File: config.mk
export PLATFORM = sky130hd
export DESIGN_NAME = mult_share_sched
export DESIGN_NICKNAME = d
export VERILOG_FILES = /design/src/rtl/mult_share_sched.sv
export SDC_FILE = /design/constraint.sdc
export NUM_CORES = 1
export LEC_CHECK = 0
export ABC_AREA = 1
export CAP_MARGIN = 15
export CORE_MARGIN = 10
export CORE_UTILIZATION = 55
export DETAILED_ROUTE_END_ITERATION = 7
export GPL_TIMING_DRIVEN = 0
export PLACE_DENSITY = 0.81
export SYNTH_ARGS = -nofsm -noshare
export SYNTH_HDL_FRONTEND = slang
export SYNTH_SLANG_ARGS = --single-unit
File: constraint.sdc
create_clock -name clk -period 5 [get_ports clk]
set_input_delay 1.25 -clock clk [delete_from_list [all_inputs] [get_ports clk]]
set_output_delay 1.25 -clock clk [all_outputs]
set_load 0.005 [all_outputs]
File: src/rtl/mult_share_sched.sv
`default_nettype none
// ============================================================================
// Module   : mult_share_sched
// Purpose  : Time-shares one 4x4 unsigned multiplier (Mult_Wallace4) among
//            NUM_REQ requesters. Each granted 8x8 multiply is built from four
//            nibble partial products accumulated over four cycles. The
//            16-bit product and the requester ID are returned on a
//            valid/ready response port.
// Ports    : clk, rst        - clock, synchronous active-high reset
//            req_valid/ready - per-requester handshake (one ready bit max)
//            req_a/req_b     - packed 8-bit operands, requester i at [8i+7:8i]
//            rsp_valid/ready - response handshake
//            rsp_id/rsp_prod - owner ID and 16-bit product
//            busy            - high whenever the scheduler is not idle
// Revision : 1.0 - initial release
// ============================================================================
module mult_share_sched #(
    parameter int NUM_REQ = 4,
    parameter int ID_W    = 2
) (
    input  logic                 clk,
    input  logic                 rst,
    input  logic [NUM_REQ-1:0]   req_valid,
    output logic [NUM_REQ-1:0]   req_ready,
    input  logic [8*NUM_REQ-1:0] req_a,
    input  logic [8*NUM_REQ-1:0] req_b,
    output logic                 rsp_valid,
    input  logic                 rsp_ready,
    output logic [ID_W-1:0]      rsp_id,
    output logic [15:0]          rsp_prod,
    output logic                 busy
);

    localparam logic [1:0] c_ST_IDLE = 2'd0;
    localparam logic [1:0] c_ST_MUL  = 2'd1;
    localparam logic [1:0] c_ST_RESP = 2'd2;

    logic [1:0]      r_state;
    logic [1:0]      w_state_next;
    logic [ID_W-1:0] r_ptr;
    logic [1:0]      r_step;
    logic [15:0]     r_acc;
    logic [7:0]      r_a;
    logic [7:0]      r_b;
    logic [ID_W-1:0] r_id;
    logic            r_rsp_valid;
    logic [ID_W-1:0] r_rsp_id;
    logic [15:0]     r_rsp_prod;

    logic            w_any;
    logic [ID_W-1:0] w_grant;
    logic [ID_W-1:0] w_ptr_next;
    logic [7:0]      w_a;
    logic [7:0]      w_b;
    logic [3:0]      w_nib_a;
    logic [3:0]      w_nib_b;
    logic [7:0]      w_pp;
    logic [15:0]     w_pp_shifted;
    logic [15:0]     w_acc_next;

    // Round-robin search starting at r_ptr, wrapping modulo NUM_REQ.
    always_comb begin
        int w_idx;
        w_idx   = 0;
        w_any   = 1'b0;
        w_grant = '0;
        w_a     = '0;
        w_b     = '0;
        for (int k = 0; k < NUM_REQ; k++) begin
            w_idx = int'(r_ptr) + k;
            if (w_idx >= NUM_REQ) begin
                w_idx = w_idx - NUM_REQ;
            end
            if (!w_any && req_valid[w_idx]) begin
                w_any   = 1'b1;
                w_grant = ID_W'(w_idx);
                w_a     = req_a[w_idx*8 +: 8];
                w_b     = req_b[w_idx*8 +: 8];
            end
        end
    end

    assign w_ptr_next = (int'(w_grant) == NUM_REQ - 1) ? '0 : w_grant + ID_W'(1);

    // Step encoding picks the nibble pair: bit1 selects A half, bit0 B half,
    // so the order is lo*lo, lo*hi, hi*lo, hi*hi.
    assign w_nib_a = r_step[1] ? r_a[7:4] : r_a[3:0];
    assign w_nib_b = r_step[0] ? r_b[7:4] : r_b[3:0];

    Mult_Wallace4 u_mult (
        .a (w_nib_a),
        .b (w_nib_b),
        .p (w_pp)
    );

    always_comb begin
        w_pp_shifted = {8'd0, w_pp};
        case (r_step)
            2'd0:    w_pp_shifted = {8'd0, w_pp};
            2'd3:    w_pp_shifted = {w_pp, 8'd0};
            default: w_pp_shifted = {4'd0, w_pp, 4'd0};
        endcase
    end

    assign w_acc_next = r_acc + w_pp_shifted;

    // ---------------- FSM: state register ----------------
    always_ff @(posedge clk) begin
        if (rst) begin
            r_state <= c_ST_IDLE;
        end else begin
            r_state <= w_state_next;
        end
    end

    // ---------------- FSM: next-state logic ----------------
    always_comb begin
        w_state_next = r_state;
        case (r_state)
            c_ST_IDLE: if (w_any)            w_state_next = c_ST_MUL;
            c_ST_MUL:  if (r_step == 2'd3)   w_state_next = c_ST_RESP;
            c_ST_RESP: if (rsp_ready)        w_state_next = c_ST_IDLE;
            default:                         w_state_next = c_ST_IDLE;
        endcase
    end

    // ---------------- FSM: outputs ----------------
    always_comb begin
        req_ready = '0;
        if (r_state == c_ST_IDLE && w_any) begin
            req_ready[w_grant] = 1'b1;
        end
        busy = (r_state != c_ST_IDLE);
    end

    // ---------------- Datapath ----------------
    always_ff @(posedge clk) begin
        if (rst) begin
            r_ptr       <= '0;
            r_step      <= '0;
            r_acc       <= '0;
            r_a         <= '0;
            r_b         <= '0;
            r_id        <= '0;
            r_rsp_valid <= 1'b0;
            r_rsp_id    <= '0;
            r_rsp_prod  <= '0;
        end else begin
            case (r_state)
                c_ST_IDLE: begin
                    if (w_any) begin
                        r_a    <= w_a;
                        r_b    <= w_b;
                        r_id   <= w_grant;
                        r_acc  <= '0;
                        r_step <= '0;
                        r_ptr  <= w_ptr_next;
                    end
                end
                c_ST_MUL: begin
                    r_acc  <= w_acc_next;
                    r_step <= r_step + 2'd1;
                    if (r_step == 2'd3) begin
                        r_rsp_valid <= 1'b1;
                        r_rsp_prod  <= w_acc_next;
                        r_rsp_id    <= r_id;
                    end
                end
                c_ST_RESP: begin
                    if (rsp_ready) begin
                        r_rsp_valid <= 1'b0;
                    end
                end
                default: ;
            endcase
        end
    end

    assign rsp_valid = r_rsp_valid;
    assign rsp_id    = r_rsp_id;
    assign rsp_prod  = r_rsp_prod;

endmodule

// ============================================================================
// Module   : Mult_Wallace4
// Purpose  : Combinational 4x4 unsigned multiplier. Four shifted partial
//            product rows are reduced by two carry-save levels and resolved
//            by a final carry-propagate add.
// Ports    : a, b - 4-bit operands; p - 8-bit product
// Revision : 1.0 - initial release
// ============================================================================
module Mult_Wallace4 (
    input  logic [3:0] a,
    input  logic [3:0] b,
    output logic [7:0] p
);

    logic [7:0] w_row [4];
    logic [7:0] w_s1;
    logic [7:0] w_c1;
    logic [7:0] w_s2;
    logic [7:0] w_c2;

    for (genvar i = 0; i < 4; i++) begin : g_rows
        assign w_row[i] = {4'd0, a & {4{b[i]}}} << i;
    end

    // The product never exceeds 8 bits, so carries out of bit 6 are always
    // zero and the carry vectors only need bits [6:0] before the shift.
    assign w_s1 = w_row[0] ^ w_row[1] ^ w_row[2];
    assign w_c1 = {(w_row[0][6:0] & w_row[1][6:0]) |
                   (w_row[0][6:0] & w_row[2][6:0]) |
                   (w_row[1][6:0] & w_row[2][6:0]), 1'b0};

    assign w_s2 = w_s1 ^ w_c1 ^ w_row[3];
    assign w_c2 = {(w_s1[6:0] & w_c1[6:0]) |
                   (w_s1[6:0] & w_row[3][6:0]) |
                   (w_c1[6:0] & w_row[3][6:0]), 1'b0};

    assign p = w_s2 + w_c2;

endmodule
`default_nettype wire

==> impl_table.tex, run 1 <==
\begin{tabular}{lr}
\hline
Metric & Value \\
\hline
\multicolumn{2}{l}{\textbf{Status}} \\
Outcome & finished, final reports clean \\
\multicolumn{2}{l}{\textbf{Power and ir drop}} \\
Leakage power & 0.00411 µW \\
Cell internal pwr & 1860 µW \\
Sw Pwr & 1940 µW \\
Largest vdd supply drop & 0.340 mV \\
Combinational Power Share & 66.8\% \\
Fraction of power spent switching nets & 51.1\% \\
Fraction of power consumed by sequential logic & 15.3\% \\
Clock power frac & 17.9\% \\
PwrDens & 474 nW/µm² \\
\multicolumn{2}{l}{\textbf{STA}} \\
Post-route clock period utilization & 96.1\% \\
Total negative setup slack & 0 ns \\
Max Clk Rate & 208 MHz \\
Shortest clock period the worst path allows after layout & 4.80 ns \\
Setup Viol. Count Final & 0 \\
Max transition margin & 49.7\% \\
Unrepaired setup endpoints after global routing & false \\
Worst Tran Pin Value & 0.754 ns \\
Final setup skew & 0.0104 ns \\
Final number of max-transition violations & 0 \\
Final Hold Fails & 0 \\
\multicolumn{2}{l}{\textbf{Layout}} \\
Share of post-route cells with drive strength above 1 & 7.47\% \\
Commonest cells after routing, fill and taps aside & nand2\_1 (413), inv\_1 (118), nor2\_1 (118) \\
Utilization of the core after routing & 69.9\% \\
Antenna Cells & 0 \\
Relative area change from synthesis to final layout & 23.5\% \\
Leading cell type in the layout, fill and taps excluded & nand2\_1 \\
Layout Nets & 1377 \\
\multicolumn{2}{l}{\textbf{Worst setup path}} \\
Peak fanout along the critical path & 9 \\
Critical path class & input pin to output pin \\
Number of cell instances on the worst register-to-register path & 21 \\
Sort of element at the end of the critical path & output pin \\
Arrival time of the worst setup path & 3.55 ns \\
Required time of the critical path & 3.75 ns \\
Startpoint type of the worst setup path & input pin \\
Crit path from & req\_valid[3] \\
Worst r2r src & r\_step[1]\$\_SDFFE\_PP0P\_ \\
\multicolumn{2}{l}{\textbf{Placement}} \\
Placer congestion estimate & 0.961 \\
Port Buffers & 94 \\
Final HPWL DP & 17300 µm \\
\multicolumn{2}{l}{\textbf{CTS}} \\
Root Buffer & clkbuf\_16 \\
Clock sink total & 59 \\
Clock transition at path regs & 0.05 ns \\
CTS max path bufs & 2 \\
Clock tree from TritonCTS & built \\
Clock latency reported for the late side of the worst-skew pair & 0.33 ns \\
Cts hold-fix bufs & 0 \\
H-tree depth reported by CTS & 3 \\
Number of CTS-inserted buffers & 9 \\
\multicolumn{2}{l}{\textbf{Drt}} \\
Post-detailed-route DRC marker count & 0 \\
DR vias/cell & 5.48 \\
Routed len/inst & 15.4 µm \\
Number of DRC violations after detailed-routing iteration 0 & 747 \\
Antenna violation net count after detailed routing & 0 \\
Total wire length after detailed routing & 21800 µm \\
First-pass iteration count of the detailed router & 5 \\
Number of vias after detailed routing & 7745 \\
\multicolumn{2}{l}{\textbf{Logic synthesis}} \\
Ranking of synthesized cells by area & nand2\_1 (24\%), dfxtp\_1 (18\%), nand3\_1 (8.3\%) \\
Total nets after synthesis & 1269 \\
Async set-or-reset flop fraction in the synthesized netlist & 0\% \\
Cell area after synthesis & 6490 µm² \\
Number of flops mapped to enable cells by yosys & 0 \\
Gate count of the mapped netlist & 1158 \\
Largest area contributor in the netlist & nand2\_1 \\
Yosys reg bits & 59 \\
YS warnings & 0 \\
Proportion of netlist area held by the largest area contributor & 24.0\% \\
Predominant post-synthesis flop cell & dfxtp\_1 \\
Unique cell type count in the Yosys netlist & 41 \\
Syn avg cell area & 5.60 µm² \\
Register area share after synthesis & 18.2\% \\
\multicolumn{2}{l}{\textbf{GRT}} \\
First-pass GRT wire length & 34800 µm \\
Number of antenna violations at the first check in global routing & 0 \\
GRT overflow & 0 \\
Vias in the first global route & 7304 \\
Total GRT Usage & 25.4\% \\
Pin count of the biggest net entering global routing & 13 \\
\multicolumn{2}{l}{\textbf{Floorplanning}} \\
IO Pins & 95 \\
Height of the die & 129 µm \\
Starting density of the core & 56.6\% \\
Horizontal extent of the die & 129 µm \\
Area of the placeable core & 11500 µm² \\
Std-Cell Rows & 39 \\
Die Footprint & 16500 µm² \\
\multicolumn{2}{l}{\textbf{Min path}} \\
Worst hold path class & flip-flop to flip-flop \\
Startpoint of the worst hold path & r\_a[2]\$\_SDFFE\_PP0P\_ \\
Min-Delay Path Depth & 2 \\
\multicolumn{2}{l}{\textbf{Run}} \\
Max cap viols & 0 \\
\hline
\end{tabular}
cell type report:
cell class              count  area [µm²]
flip-flops and latches     59        1180
fillers                  1067        3450
well taps                 143         179
plain buffers              58         305
clock inverters             7         101
repair buffers             98         971
multi-input cells         914        4570
clock buffers               9         225
inverters                 126         480
registers in the layout (all words and copies together), names as in the netlist:
signal     cells
rsp_valid      1
rsp_id         2
r_ptr          2
r_state        2
r_step         2
r_a            8
rsp_prod      16
r_b            8
r_acc         16
r_id           2
layer usage:
layer,GRT usage (%),wire length [µm]
met1,31.1,9280
met4,8.58,557
met2,44.7,10500
met3,3.24,1400
met5,0,0
logic make-up after synthesis:
family,Yosys count,share of synthesized area (%)
and+or+nand+nor,688,45.0
DFF,59,18.2
buffers and inverters,185,11.9
AOI/OAI and AO/OA,171,14.2
adders and majority gates,40,8.52
xor gates and xnor gates,9,1.22
muxes,6,0.926
path summary, 6_finish.rpt:
| kind | to | slack [ns] |
|---|---|---|
| setup / recovery | req_ready[1] | 0.20 |
| hold / removal | r_a[2]$_SDFFE_PP0P_ | 0.46 |
| setup reg to reg | rsp_prod[13]$_SDFFE_PP0P_ | 0.29 |
| hold reg to reg | r_a[2]$_SDFFE_PP0P_ | 0.46 |
power groups by stage:
stage	clock [µW]	sequential (µW)	combinational [µW]
global route	702	589	2800
global placement	0	583	2400
CTS	676	577	2460
detailed placement	0	584	2420
finish	679	582	2540
floorplan	0	573	1740
worst max-delay path: stages:
cell and delay (ns):
clkdlybuf4s50_1 0.51, inv_1 0.05, nand2_1 0.07, nand3_2 0.16, nand2_4 0.24, nor2_8 0.06, buf_4 0.13, nand4_1 0.06
nand3_1 0.14, inv_2 0.11, ha_1 0.13, inv_1 0.03, nor2_1 0.08, clkdlybuf4s50_1 0.52
synthesized netlist by cell type (all sizes together), types with 4 or more instances:
master	number
o22ai	8
a21oi	80
fa	7
or2	15
nand2	420
nand4	15
dfxtp	59
o21bai	7
ha	33
nor2	122
inv	125
xor2	6
o21a	5
mux2i	6
buf	36
clkbuf	23
nand3	111
o21ai	61
a21boi	4
metrics by stage:
step	hold slack [ns]	cells	instance area (µm²)	power (µW)	worst slack, ns
6_report	0.464	1414	8010	3800	0.196
5_1_grt	0.488	1414	8010	4090	0.0102
4_1_cts	0.465	1412	7970	3710	0.0331
3_5_place_dp	0.456	1395	7610	3010	-0.0965
3_3_place_gp	0.450	1395	7610	2980	-0.0901
2_1_floorplan	0.440	1158	6490	2320	0.660
repair_timing:
action,4_1_cts,5_1_grt
gates resized for setup,8,12
buffers inserted,1,3
pin swaps,1,3
hold endpoints to repair,0,0
endpoints found under the setup margin,4,24
No activity file was read; power rests on OpenSTA's default activity.
==> run 2, diff against run 1 <==
--- a/config.mk
+++ b/config.mk
@@ -7,7 +7,7 @@
 export LEC_CHECK = 0
 export ABC_AREA = 1
 export CAP_MARGIN = 15
-export CORE_MARGIN = 10
+export CORE_MARGIN = 4
 export CORE_UTILIZATION = 55
 export DETAILED_ROUTE_END_ITERATION = 7
 export GPL_TIMING_DRIVEN = 0
==> impl_table.tex, run 2 (same netlist as run 1, synthesis figures left out) <==
\begin{tabular}{lr}
\hline
Metric & Value \\
\hline
\multicolumn{2}{l}{\textbf{Layout}} \\
Leading cell type in the layout, fill and taps excluded & nand2\_1 \\
Count of filler cells inserted in the layout & 1083 \\
Share of post-route cells with drive strength above 1 & 7.48\% \\
Utilization of the core after routing & 69.9\% \\
Layout Nets & 1376 \\
Antenna Cells & 0 \\
Area occupied by registers & 1180 µm² \\
Multi-input logic area & 4570 µm² \\
Commonest cells after routing, fill and taps aside & nand2\_1 (413), inv\_1 (118), nor2\_1 (118) \\
Relative area change from synthesis to final layout & 23.5\% \\
\multicolumn{2}{l}{\textbf{Drt}} \\
Routed len/inst & 15.2 µm \\
Post-detailed-route DRC marker count & 0 \\
Total wire length after detailed routing & 21400 µm \\
Antenna violation net count after detailed routing & 0 \\
Met3 wire len & 1810 µm \\
Detail Route met2 WL & 10200 µm \\
First-pass iteration count of the detailed router & 6 \\
DR vias/cell & 5.49 \\
Post-Route M1 WL & 8770 µm \\
Topmost layer with routed signal wires & met4 \\
Number of vias after detailed routing & 7752 \\
Number of DRC violations after detailed-routing iteration 0 & 682 \\
\multicolumn{2}{l}{\textbf{STA}} \\
Max Clk Rate & 208 MHz \\
Post-layout worst setup margin & 0.193 ns \\
Setup Viol. Count Final & 0 \\
Post-route clock period utilization & 96.1\% \\
Final number of max-transition violations & 0 \\
Final Hold Fails & 0 \\
Max transition margin & 48.0\% \\
Worst Tran Pin Value & 0.780 ns \\
Shortest clock period the worst path allows after layout & 4.81 ns \\
Final setup skew & 0.00858 ns \\
\multicolumn{2}{l}{\textbf{CTS}} \\
Number of CTS-inserted buffers & 9 \\
H-tree depth reported by CTS & 3 \\
Root Buffer & clkbuf\_16 \\
Clock latency reported for the late side of the worst-skew pair & 0.33 ns \\
Clock sink total & 59 \\
CTS max path bufs & 2 \\
Clock tree from TritonCTS & built \\
Clock transition at path regs & 0.05 ns \\
\multicolumn{2}{l}{\textbf{Worst setup path}} \\
Top delay family on crit path & buffers and inverters \\
Startpoint type of the worst setup path & input pin \\
Cell with the largest stage delay on the worst path & clkdlybuf4s50\_1 \\
Cell Chain, Critical Path & clkdlybuf4s50\_1 > nand2\_1 > nand3\_1 > nand2\_4 > buf\_6 > inv\_4 > nand2\_1 > nand3\_1 > nand2\_2 > inv\_1 > ha\_1 > inv\_1 > nor2\_1 > clkdlybuf4s50\_1 \\
Crit path from & req\_valid[3] \\
Critical path class & input pin to output pin \\
Critical path's largest stage delay & 0.51 ns \\
Number of buffers and inverters on the critical path & 6 \\
Required time of the critical path & 3.75 ns \\
Worst r2r src & r\_step[0]\$\_SDFFE\_PP0P\_ \\
Sort of element at the end of the critical path & output pin \\
Peak fanout along the critical path & 10 \\
Arrival time of the worst setup path & 3.56 ns \\
\multicolumn{2}{l}{\textbf{Floorplanning}} \\
Std-Cell Rows & 39 \\
IO Pins & 95 \\
Starting density of the core & 56.6\% \\
Horizontal extent of the die & 117 µm \\
Die Footprint & 13600 µm² \\
Area of the placeable core & 11500 µm² \\
Height of the die & 117 µm \\
\multicolumn{2}{l}{\textbf{GRT}} \\
First-pass GRT wire length & 34700 µm \\
Number of antenna violations at the first check in global routing & 0 \\
Total GRT Usage & 31.8\% \\
Vias in the first global route & 7327 \\
Pin count of the biggest net entering global routing & 13 \\
GRT overflow & 0 \\
\multicolumn{2}{l}{\textbf{Placement}} \\
Pre-CTS setup slack & -0.104 ns \\
Port Buffers & 94 \\
Placer congestion estimate & 0.932 \\
Final HPWL DP & 16800 µm \\
\multicolumn{2}{l}{\textbf{Power and ir drop}} \\
PwrDens & 475 nW/µm² \\
Total chip power & 3810 µW \\
Largest vdd supply drop & 0.345 mV \\
Leakage power & 0.00411 µW \\
\multicolumn{2}{l}{\textbf{Run}} \\
Max cap viols & 0 \\
\multicolumn{2}{l}{\textbf{Min path}} \\
Startpoint of the worst hold path & rsp\_prod[1]\$\_SDFFE\_PP0P\_ \\
Worst hold path class & flip-flop to flip-flop \\
\multicolumn{2}{l}{\textbf{Status}} \\
Outcome & finished, final reports clean \\
\hline
\end{tabular}
==> run 2: cell count changes in the layout (fill, tap and decap cells not counted) <==
cell	delta
a21oi_2	-1
a21oi_4	+1
buf_2	+1
clkbuf_1	-1
clkbuf_4	-1
clkinv_2	+1
clkinvlp_4	-2
fa_1	+1
fa_2	-1
ha_1	-1
ha_2	+1
inv_6	+1
o21ai_0	-2
o21ai_1	+2
==> run 2: final timing paths <==
check | to | slack [ns] | cells after the start
worst max-delay path | req_ready[3] | 0.19 | 14
worst min register to register | rsp_prod[1]$_SDFFE_PP0P_ | 0.46 | 2
worst min-delay path | rsp_prod[1]$_SDFFE_PP0P_ | 0.46 | 2
worst max register to register | r_acc[6]$_SDFFE_PP0P_ | 0.21 | 18
==> run 2: report_power, final <==
part | internal [µW] | total [µW] | leakage, µW | switching, µW
clock | 440 | 674 | 0.000160 | 234
combinational | 876 | 2550 | 0.00347 | 1670
sequential | 538 | 583 | 0.000481 | 45.2
total | 1850 | 3810 | 0.00411 | 1950
==> run 2: layout make-up <==
class	count	area share, %
Tap cell	143	2.23
Multi-Input combinational cell	914	57.1
Sequential cell	59	14.8
Inverter	126	6.00
Clock buffer	9	2.81
Buffer	57	3.73
Clock inverter	7	1.25
Timing Repair Buffer	98	12.1
==> run 2: metrics by stage <==
| stage | cells | TNS, ns | instance area, µm² | hold WS, ns |
|---|---|---|---|---|
| floorplan | 1158 | 0 | 6490 | 0.440 |
| global placement | 1395 | -0.298 | 7610 | 0.448 |
| detailed placement | 1395 | -0.330 | 7610 | 0.451 |
| CTS | 1412 | 0 | 7950 | 0.459 |
| global route | 1413 | -0.0316 | 8010 | 0.480 |
| finish | 1413 | 0 | 8010 | 0.455 |
==> run 2: tightest hold or removal path: cells and delay by family (launching register included) <==
| family | cells | cell delay, ns |
|---|---|---|
| AOI/OAI and AO/OA | 1 | 0.05 |
| and+or+nand+nor | 1 | 0.06 |
| DFF | 1 | 0.30 |
==> run 2: what timing repair did <==
action                                  4_1_cts  5_1_grt
hold buffers                                  0        0
gates resized for setup                       6       16
setup buffers                                 1        3
pin swaps                                     1        4
endpoints found under the setup margin        4       24
==> run 2: layer usage <==
| layer | GRT usage, % | vias to the layer above |
|---|---|---|
| li1 | - | 3894 |
| met1 | 40.2 | 3434 |
| met2 | 55.5 | 369 |
| met3 | 3.42 | 55 |
| met4 | 12.2 | 0 |
| met5 | 0 | - |
